==> config.mk <==
export PLATFORM = sky130hd
export DESIGN_NAME = dmem_stage_hs
export DESIGN_NICKNAME = d
export VERILOG_FILES = /design/src/rtl/dmem_pkg.sv /design/src/rtl/dmem_lane_align.sv /design/src/rtl/dmem_stage_hs.sv
export SDC_FILE = /design/constraint.sdc
export NUM_CORES = 1
export LEC_CHECK = 0
export ABC_AREA = 1
export ABC_CLOCK_PERIOD_IN_PS = 2300
export BUFFER_PORTS_ARGS = -buffer_cell sky130_fd_sc_hd__buf_2
export CELL_PAD_IN_SITES_DETAIL_PLACEMENT = 0
export CELL_PAD_IN_SITES_GLOBAL_PLACEMENT = 1
export CORE_ASPECT_RATIO = 0.8
export CORE_MARGIN = 1.5
export CORE_UTILIZATION = 36
export DETAILED_ROUTE_END_ITERATION = 12
export PLACE_DENSITY_LB_ADDON = 0.1
export RECOVER_POWER = 25
export SETUP_SLACK_MARGIN = 0.4
export SLEW_MARGIN = 25
export SYNTH_ARGS = -nofsm -noshare
export SYNTH_HDL_FRONTEND = slang
export SYNTH_SLANG_ARGS = --single-unit
==> constraint.sdc <==
create_clock -name clk -period 2.3 [get_ports clk]
set_input_delay 0.345 -clock clk [delete_from_list [all_inputs] [get_ports clk]]
set_output_delay 0.345 -clock clk [all_outputs]
set_load 0.05 [all_outputs]
==> src/rtl/dmem_pkg.sv <==
// Shared encodings for the LEGv8 memory stage: transfer sizes, writeback
// source select and the handshake FSM state type.
package dmem_pkg;

   localparam logic [1:0] SZ_B = 2'd0;
   localparam logic [1:0] SZ_H = 2'd1;
   localparam logic [1:0] SZ_W = 2'd2;
   localparam logic [1:0] SZ_D = 2'd3;

   localparam logic [1:0] WB_ALU   = 2'd0;
   localparam logic [1:0] WB_SHIFT = 2'd1;
   localparam logic [1:0] WB_MEM   = 2'd2;
   localparam logic [1:0] WB_ZERO  = 2'd3;

   typedef enum logic {
      IDLE = 1'b0,
      WAIT = 1'b1
   } state_t;

endpackage

==> src/rtl/dmem_lane_align.sv <==
// Little-endian byte-lane steering: byte enables and store data shifted into
// position, load data shifted down, truncated and sign/zero extended.
module dmem_lane_align
   import dmem_pkg::*;
#(
   parameter int unsigned DATA_W = 64
) (
   input  logic [$clog2(DATA_W/8)-1:0] off_i,
   input  logic [1:0]                  size_i,
   input  logic                        sign_ext_i,
   input  logic [DATA_W-1:0]           wdata_i,
   input  logic [DATA_W-1:0]           rdata_i,
   output logic [DATA_W/8-1:0]         be_o,
   output logic [DATA_W-1:0]           wdata_o,
   output logic [DATA_W-1:0]           rdata_o
);

   localparam int unsigned BE_W = DATA_W / 8;

   logic [BE_W-1:0]   mask;
   logic [DATA_W-1:0] shifted;

   always_comb begin
      case (size_i)
         SZ_B:    mask = BE_W'(1);
         SZ_H:    mask = BE_W'(3);
         SZ_W:    mask = BE_W'(15);
         default: mask = '1;
      endcase
      be_o    = mask << off_i;
      wdata_o = wdata_i << {off_i, 3'b000};
      shifted = rdata_i >> {off_i, 3'b000};

      // Size casts of a signed operand sign-extend, unsigned ones zero-extend.
      rdata_o = shifted;
      case (size_i)
         SZ_B: begin
            if (sign_ext_i) rdata_o = DATA_W'($signed(shifted[7:0]));
            else            rdata_o = DATA_W'(shifted[7:0]);
         end
         SZ_H: begin
            if (sign_ext_i) rdata_o = DATA_W'($signed(shifted[15:0]));
            else            rdata_o = DATA_W'(shifted[15:0]);
         end
         SZ_W: begin
            if (sign_ext_i) rdata_o = DATA_W'($signed(shifted[31:0]));
            else            rdata_o = DATA_W'(shifted[31:0]);
         end
         default: rdata_o = shifted;
      endcase
   end

endmodule

==> src/rtl/dmem_stage_hs.sv <==
// LEGv8 memory stage: drives a req/ack data memory, stalls upstream while an
// access is outstanding and registers the writeback result.
module dmem_stage_hs
   import dmem_pkg::*;
#(
   parameter int unsigned DATA_W = 64,
   parameter int unsigned ADDR_W = 64,
   parameter int unsigned RD_W   = 5
) (
   input  logic                clk,
   input  logic                reset,
   input  logic                in_valid,
   input  logic [RD_W-1:0]     in_rd,
   input  logic                in_reg_write,
   input  logic                in_mem_read,
   input  logic                in_mem_write,
   input  logic [1:0]          in_size,
   input  logic                in_sign_ext,
   input  logic [1:0]          in_sel2reg,
   input  logic [ADDR_W-1:0]   in_alu_out,
   input  logic [DATA_W-1:0]   in_shifter_out,
   input  logic [DATA_W-1:0]   in_db,
   output logic                stall,
   output logic                mem_req,
   output logic                mem_we,
   output logic [ADDR_W-1:0]   mem_addr,
   output logic [DATA_W/8-1:0] mem_be,
   output logic [DATA_W-1:0]   mem_wdata,
   input  logic                mem_ack,
   input  logic [DATA_W-1:0]   mem_rdata,
   output logic                out_valid,
   output logic [RD_W-1:0]     out_rd,
   output logic                out_reg_write,
   output logic [DATA_W-1:0]   out_write_data,
   output logic                out_misalign
);

   localparam int unsigned OFF_W = $clog2(DATA_W / 8);

   state_t state_q, state_d;

   logic [RD_W-1:0]   l_rd_q;
   logic              l_reg_write_q, l_we_q, l_sign_q;
   logic [1:0]        l_size_q, l_sel_q;
   logic [ADDR_W-1:0] l_addr_q;
   logic [DATA_W-1:0] l_shf_q, l_db_q;

   logic              out_valid_q, out_valid_d;
   logic [RD_W-1:0]   out_rd_q, out_rd_d;
   logic              out_reg_write_q, out_reg_write_d;
   logic [DATA_W-1:0] out_write_data_q, out_write_data_d;
   logic              out_misalign_q, out_misalign_d;

   logic              mem_op, misalign, latch_en;
   logic [OFF_W-1:0]  off_in;
   logic [DATA_W-1:0] load_data;

   function automatic logic [DATA_W-1:0] wb_mux(input logic [1:0]        sel,
                                                input logic [ADDR_W-1:0] alu,
                                                input logic [DATA_W-1:0] shf,
                                                input logic [DATA_W-1:0] md);
      case (sel)
         WB_ALU:   return DATA_W'(alu);
         WB_SHIFT: return shf;
         WB_MEM:   return md;
         default:  return '0;
      endcase
   endfunction

   assign mem_op = in_mem_read | in_mem_write;
   assign off_in = in_alu_out[OFF_W-1:0];

   always_comb begin
      case (in_size)
         SZ_H:    misalign = off_in[0];
         SZ_W:    misalign = |off_in[1:0];
         SZ_D:    misalign = (DATA_W == 32) ? 1'b1 : |off_in;
         default: misalign = 1'b0;
      endcase
      misalign = misalign & mem_op;
   end

   // Lane steering works only from the latched fields, so the memory sees
   // stable request data for the whole WAIT period.
   dmem_lane_align #(.DATA_W(DATA_W)) u_lane (
      .off_i      (l_addr_q[OFF_W-1:0]),
      .size_i     (l_size_q),
      .sign_ext_i (l_sign_q),
      .wdata_i    (l_db_q),
      .rdata_i    (mem_rdata),
      .be_o       (mem_be),
      .wdata_o    (mem_wdata),
      .rdata_o    (load_data)
   );

   assign mem_we   = l_we_q;
   assign mem_addr = {l_addr_q[ADDR_W-1:OFF_W], {OFF_W{1'b0}}};

   always_comb begin
      state_d          = state_q;
      latch_en         = 1'b0;
      stall            = 1'b0;
      mem_req          = 1'b0;
      out_valid_d      = 1'b0;
      out_rd_d         = out_rd_q;
      out_reg_write_d  = out_reg_write_q;
      out_write_data_d = out_write_data_q;
      out_misalign_d   = out_misalign_q;
      case (state_q)
         IDLE: begin
            if (in_valid) begin
               if (mem_op && !misalign) begin
                  stall    = 1'b1;
                  latch_en = 1'b1;
                  state_d  = WAIT;
               end else begin
                  out_valid_d      = 1'b1;
                  out_rd_d         = in_rd;
                  out_reg_write_d  = in_reg_write & ~misalign;
                  out_write_data_d = wb_mux(in_sel2reg, in_alu_out, in_shifter_out, '0);
                  out_misalign_d   = misalign;
               end
            end
         end
         WAIT: begin
            mem_req = 1'b1;
            stall   = ~mem_ack;
            if (mem_ack) begin
               out_valid_d      = 1'b1;
               out_rd_d         = l_rd_q;
               out_reg_write_d  = l_reg_write_q;
               out_write_data_d = wb_mux(l_sel_q, l_addr_q, l_shf_q, load_data);
               out_misalign_d   = 1'b0;
               state_d          = IDLE;
            end
         end
         default: state_d = IDLE;
      endcase
   end

   always_ff @(posedge clk) begin
      if (reset) begin
         state_q          <= IDLE;
         out_valid_q      <= 1'b0;
         out_rd_q         <= '0;
         out_reg_write_q  <= 1'b0;
         out_write_data_q <= '0;
         out_misalign_q   <= 1'b0;
      end else begin
         state_q          <= state_d;
         out_valid_q      <= out_valid_d;
         out_rd_q         <= out_rd_d;
         out_reg_write_q  <= out_reg_write_d;
         out_write_data_q <= out_write_data_d;
         out_misalign_q   <= out_misalign_d;
      end
   end

   always_ff @(posedge clk) begin
      if (reset) begin
         l_rd_q        <= '0;
         l_reg_write_q <= 1'b0;
         l_we_q        <= 1'b0;
         l_sign_q      <= 1'b0;
         l_size_q      <= '0;
         l_sel_q       <= '0;
         l_addr_q      <= '0;
         l_shf_q       <= '0;
         l_db_q        <= '0;
      end else if (latch_en) begin
         l_rd_q        <= in_rd;
         l_reg_write_q <= in_reg_write;
         l_we_q        <= in_mem_write;
         l_sign_q      <= in_sign_ext;
         l_size_q      <= in_size;
         l_sel_q       <= in_sel2reg;
         l_addr_q      <= in_alu_out;
         l_shf_q       <= in_shifter_out;
         l_db_q        <= in_db;
      end
   end

   assign out_valid      = out_valid_q;
   assign out_rd         = out_rd_q;
   assign out_reg_write  = out_reg_write_q;
   assign out_write_data = out_write_data_q;
   assign out_misalign   = out_misalign_q;

endmodule

==> reports/results.tsv <==
metric	value	unit
status	finished, violations left	
failing checks	negative setup slack	
WP data arrival	2190	ps
max incr delay on CP	410	ps
largest net degree at the start of global routing	70	
RR Endpoint	out_write_data[63]$_SDFFE_PP0P_	
vias per cell	5.493	
critical path's slowest cell	dfxtp_4	
worst hold start	in_rd[1]	
worst hold slack	16.90	ps
slew of the pin with the lowest slew margin	976.8	ps
DP Worst Slack	32.52	ps
cell family with the largest share of critical-path delay	buffers and inverters	
cell area after synthesis	16960	um^2
sequential area share after synthesis	32.69	%
Setup TNS	-10080	ps
I/O pin count	484	
final setup skew	14.90	ps
Design Area, Final	26280	um^2
P_leak	11.56	nW
VDD IR max	0.7376	mV
FF-to-FF path depth	16	
Tightest Hold Check Type	in -> reg	
number of synthesized flops with an enable pin	0	
starting DRC count in detailed routing	1715	
DR DRC count	0	
fin crit period	2533	ps
setup violators final	94	
CP Launch Type	flip-flop	
share of cells above drive strength 1	39.13	%
CP Cell Sequence	buf_16, nor2_8, clkinvlp_4, buf_12, o22ai_4, nor2_2, a31oi_4, buf_6	
CTS tree	done	
vias in the first global route	19390	
grt ovf	0	
Critical path buffers and inverters	4	
fin crit share	110.1	%
Routed Antenna Nets	0	
Vias	20830	
synth-to-layout area growth	54.90	%
clk root buf	clkbuf_16	
syn avg cell area	6.302	um^2
clk slew on worst S/H paths	70	ps
TritonCTS buffer count	31	
post-synth cell types	38	
Filler cells	4529	
die area	48440	um^2
H-tree depth	1	
max-slew violation count	0	
Rows	70	
Max Root-Sink Buffers	3	
worst setup margin	-233.1	ps
fmax	394.8	MHz
CP endpoint kind	primary output	
Max-slew headroom	34.88	%
Hold Path Stages	3	
GRT Total Usage	33.86	%
final hold violation count	0	
HPWL Detailed	59890	um
Cell Pwr Density	691.6	nW/um^2
Cells after Synth	2692	
reg2reg setup slack	-60	ps
CTS sink cnt	277	
Final Routed Wirelength	86580	um
r2r startpoint	l_addr_q[0]$_SDFFE_PP0P_	
CP Max Fanout	8	
Nets	3423	
Yosys warning count	0	
Core ar.	46070	um^2
max cap viols	0	
chip height	197.2	um
Post-DP Area	20800	um^2
WS Path Type	reg -> out	
RSZ-0062 raised after global routing	yes	
Die Wd	245.7	um
IO buf count	480	
GPL Wtd Cong	0.9596	
Starting Density	36.82	%
Clock Latency Late Sink	620	ps
FFs w/ async S/R, synth	0	%
worst path required time	1960	ps
first-pass GRT wire length	125100	um
Worst Hold Path EP	l_rd_q[1]$_SDFFE_PP0P_	
WL/cell	22.83	um
post-synthesis register bit count	277	
initial antenna violation count	10	
Synth Flop Type	dfxtp_1	
DRT Pass-1 Iters	5	
-- registers in the layout, indices dropped and copies added, names as in the netlist --
name / flops
out_misalign: 1
l_sign_q: 1
mem_we: 1
state_q: 1
out_reg_write: 1
l_size_q: 2
out_valid: 1
l_addr_q: 64
out_write_data: 64
l_sel_q: 2
l_db_q: 64
l_shf_q: 64
l_reg_write_q: 1
out_rd: 5
l_rd_q: 5
-- how the worst max path moves through the flow --
| stage | from | end | slack [ps] | cells after the start |
|---|---|---|---|---|
| floorplan | l_addr_q[0]$_SDFFE_PP0P_ | mem_wdata[50] | 310 | 9 |
| global placement | l_addr_q[0]$_SDFFE_PP0P_ | mem_wdata[52] | 50 | 7 |
| detailed placement | l_addr_q[0]$_SDFFE_PP0P_ | out_write_data[15]$_SDFFE_PP0P_ | 30 | 10 |
| CTS | l_addr_q[0]$_SDFFE_PP0P_ | mem_wdata[58] | -260 | 7 |
| global route | l_addr_q[0]$_SDFFE_PP0P_ | mem_wdata[52] | -290 | 9 |
| finish | l_addr_q[0]$_SDFFE_PP0P_ | mem_wdata[50] | -230 | 8 |
-- layout make-up --
cell class                 count  area (um^2)  area share, %
multi-input combinational   1775        11480          43.67
inverter                     357         1389          5.285
clock inverter                10        118.9         0.4523
timing repair buffer         707         6020          22.91
clock buffer                  47        927.1          3.528
antenna                        6        15.01        0.05714
timing repair inverter         1        7.507        0.02857
tap                          612        765.7          2.914
sequential                   277         5559          21.16
-- synthesized netlist by cell type, types with 12 or more instances --
master | instances | area (um^2)
nand2_1 | 489 | 1836
buf_2 | 49 | 245.2
o21ai_0 | 474 | 2372
dfxtp_1 | 277 | 5545
buf_4 | 74 | 555.5
nand3_1 | 171 | 855.8
o211ai_1 | 23 | 172.7
a21oi_2 | 30 | 262.8
o21ai_1 | 49 | 245.2
nor2_1 | 61 | 229.0
a21oi_1 | 358 | 1792
inv_1 | 349 | 1310
clkbuf_1 | 139 | 521.8
o22ai_1 | 65 | 406.6
buf_1 | 12 | 45.04
-- metrics by stage --
step	power (mW)	instances	util, %
3_3_place_gp	11.35	3612	45.15
3_5_place_dp	11.36	3612	45.15
5_1_grt	18.81	3791	57.03
4_1_cts	17.64	3755	53.73
2_1_floorplan	9.553	2694	-
6_report	18.17	3792	57.04
-- repair_timing --
action | CTS | global route
cloned | 30 | 8
endpoints found under the setup margin | 135 | 138
buffers inserted | 52 | 23
hold buffers | 4 | 0
resized for setup | 481 | 312
pin swaps | 101 | 120
hold endpoints to repair | 4 | 0
-- cells by family (layout without fill, tap and decap cells) --
family | Yosys count | count (layout) | share of synthesized area (%)
AND/OR/NAND/NOR | 750 | 755 | 18.57
AO/OA/AOI/OAI | 1017 | 1017 | 31.72
other | 1 | 9 | 0.02211
buffers and inverters | 647 | 1122 | 17.00
flip-flops | 277 | 277 | 32.69
-- metal layers --
| layer | GRT usage (%) | routed length, um |
|---|---|---|
| met3 | 7.051 | 7500 |
| met2 | 49.86 | 37430 |
| met1 | 50.65 | 40310 |
| met4 | 6.044 | 1300 |
| met5 | 0 | 41 |
-- layout by cell type, fill, tap and decap left out, types with 7 or more instances in the layout --
cell type    n
a21oi_1    326
inv_1      338
o21ai_1     24
o21ai_2     72
clkbuf_1    22
clkbuf_4     7
nand4_1      7
clkbuf_16   39
o21ai_0    348
nor2_1      19
nand2_2     83
clkbuf_8     7
inv_2       12
a31oi_1      7
a21oi_2     56
o21ai_4     82
nand2_1    364
buf_4       96
buf_12      43
buf_2      398
o211ai_1    23
buf_16      21
nand2_8     10
nor2_4      39
nand3_1    116
o22ai_1     56
buf_8       34
buf_6       73
nand2_4     45
nand3_2     39
dfxtp_1    272
nand3_4     21
-- worst register-to-register path, delay by kind of cell (launching register included) --
kind | cells | cell delay [ps]
AO/OA/AOI/OAI | 2 | 180
buffers and inverters | 7 | 1060
flip-flops | 1 | 410
AND/OR/NAND/NOR | 7 | 660
-- power breakdown --
group | internal (mW) | switching (mW)
sequential | 5.20 | 0.247
clock | 3.00 | 2.26
combinational | 2.56 | 4.89
total | 10.8 | 7.40
No activity file was read; power rests on OpenSTA's default activity.
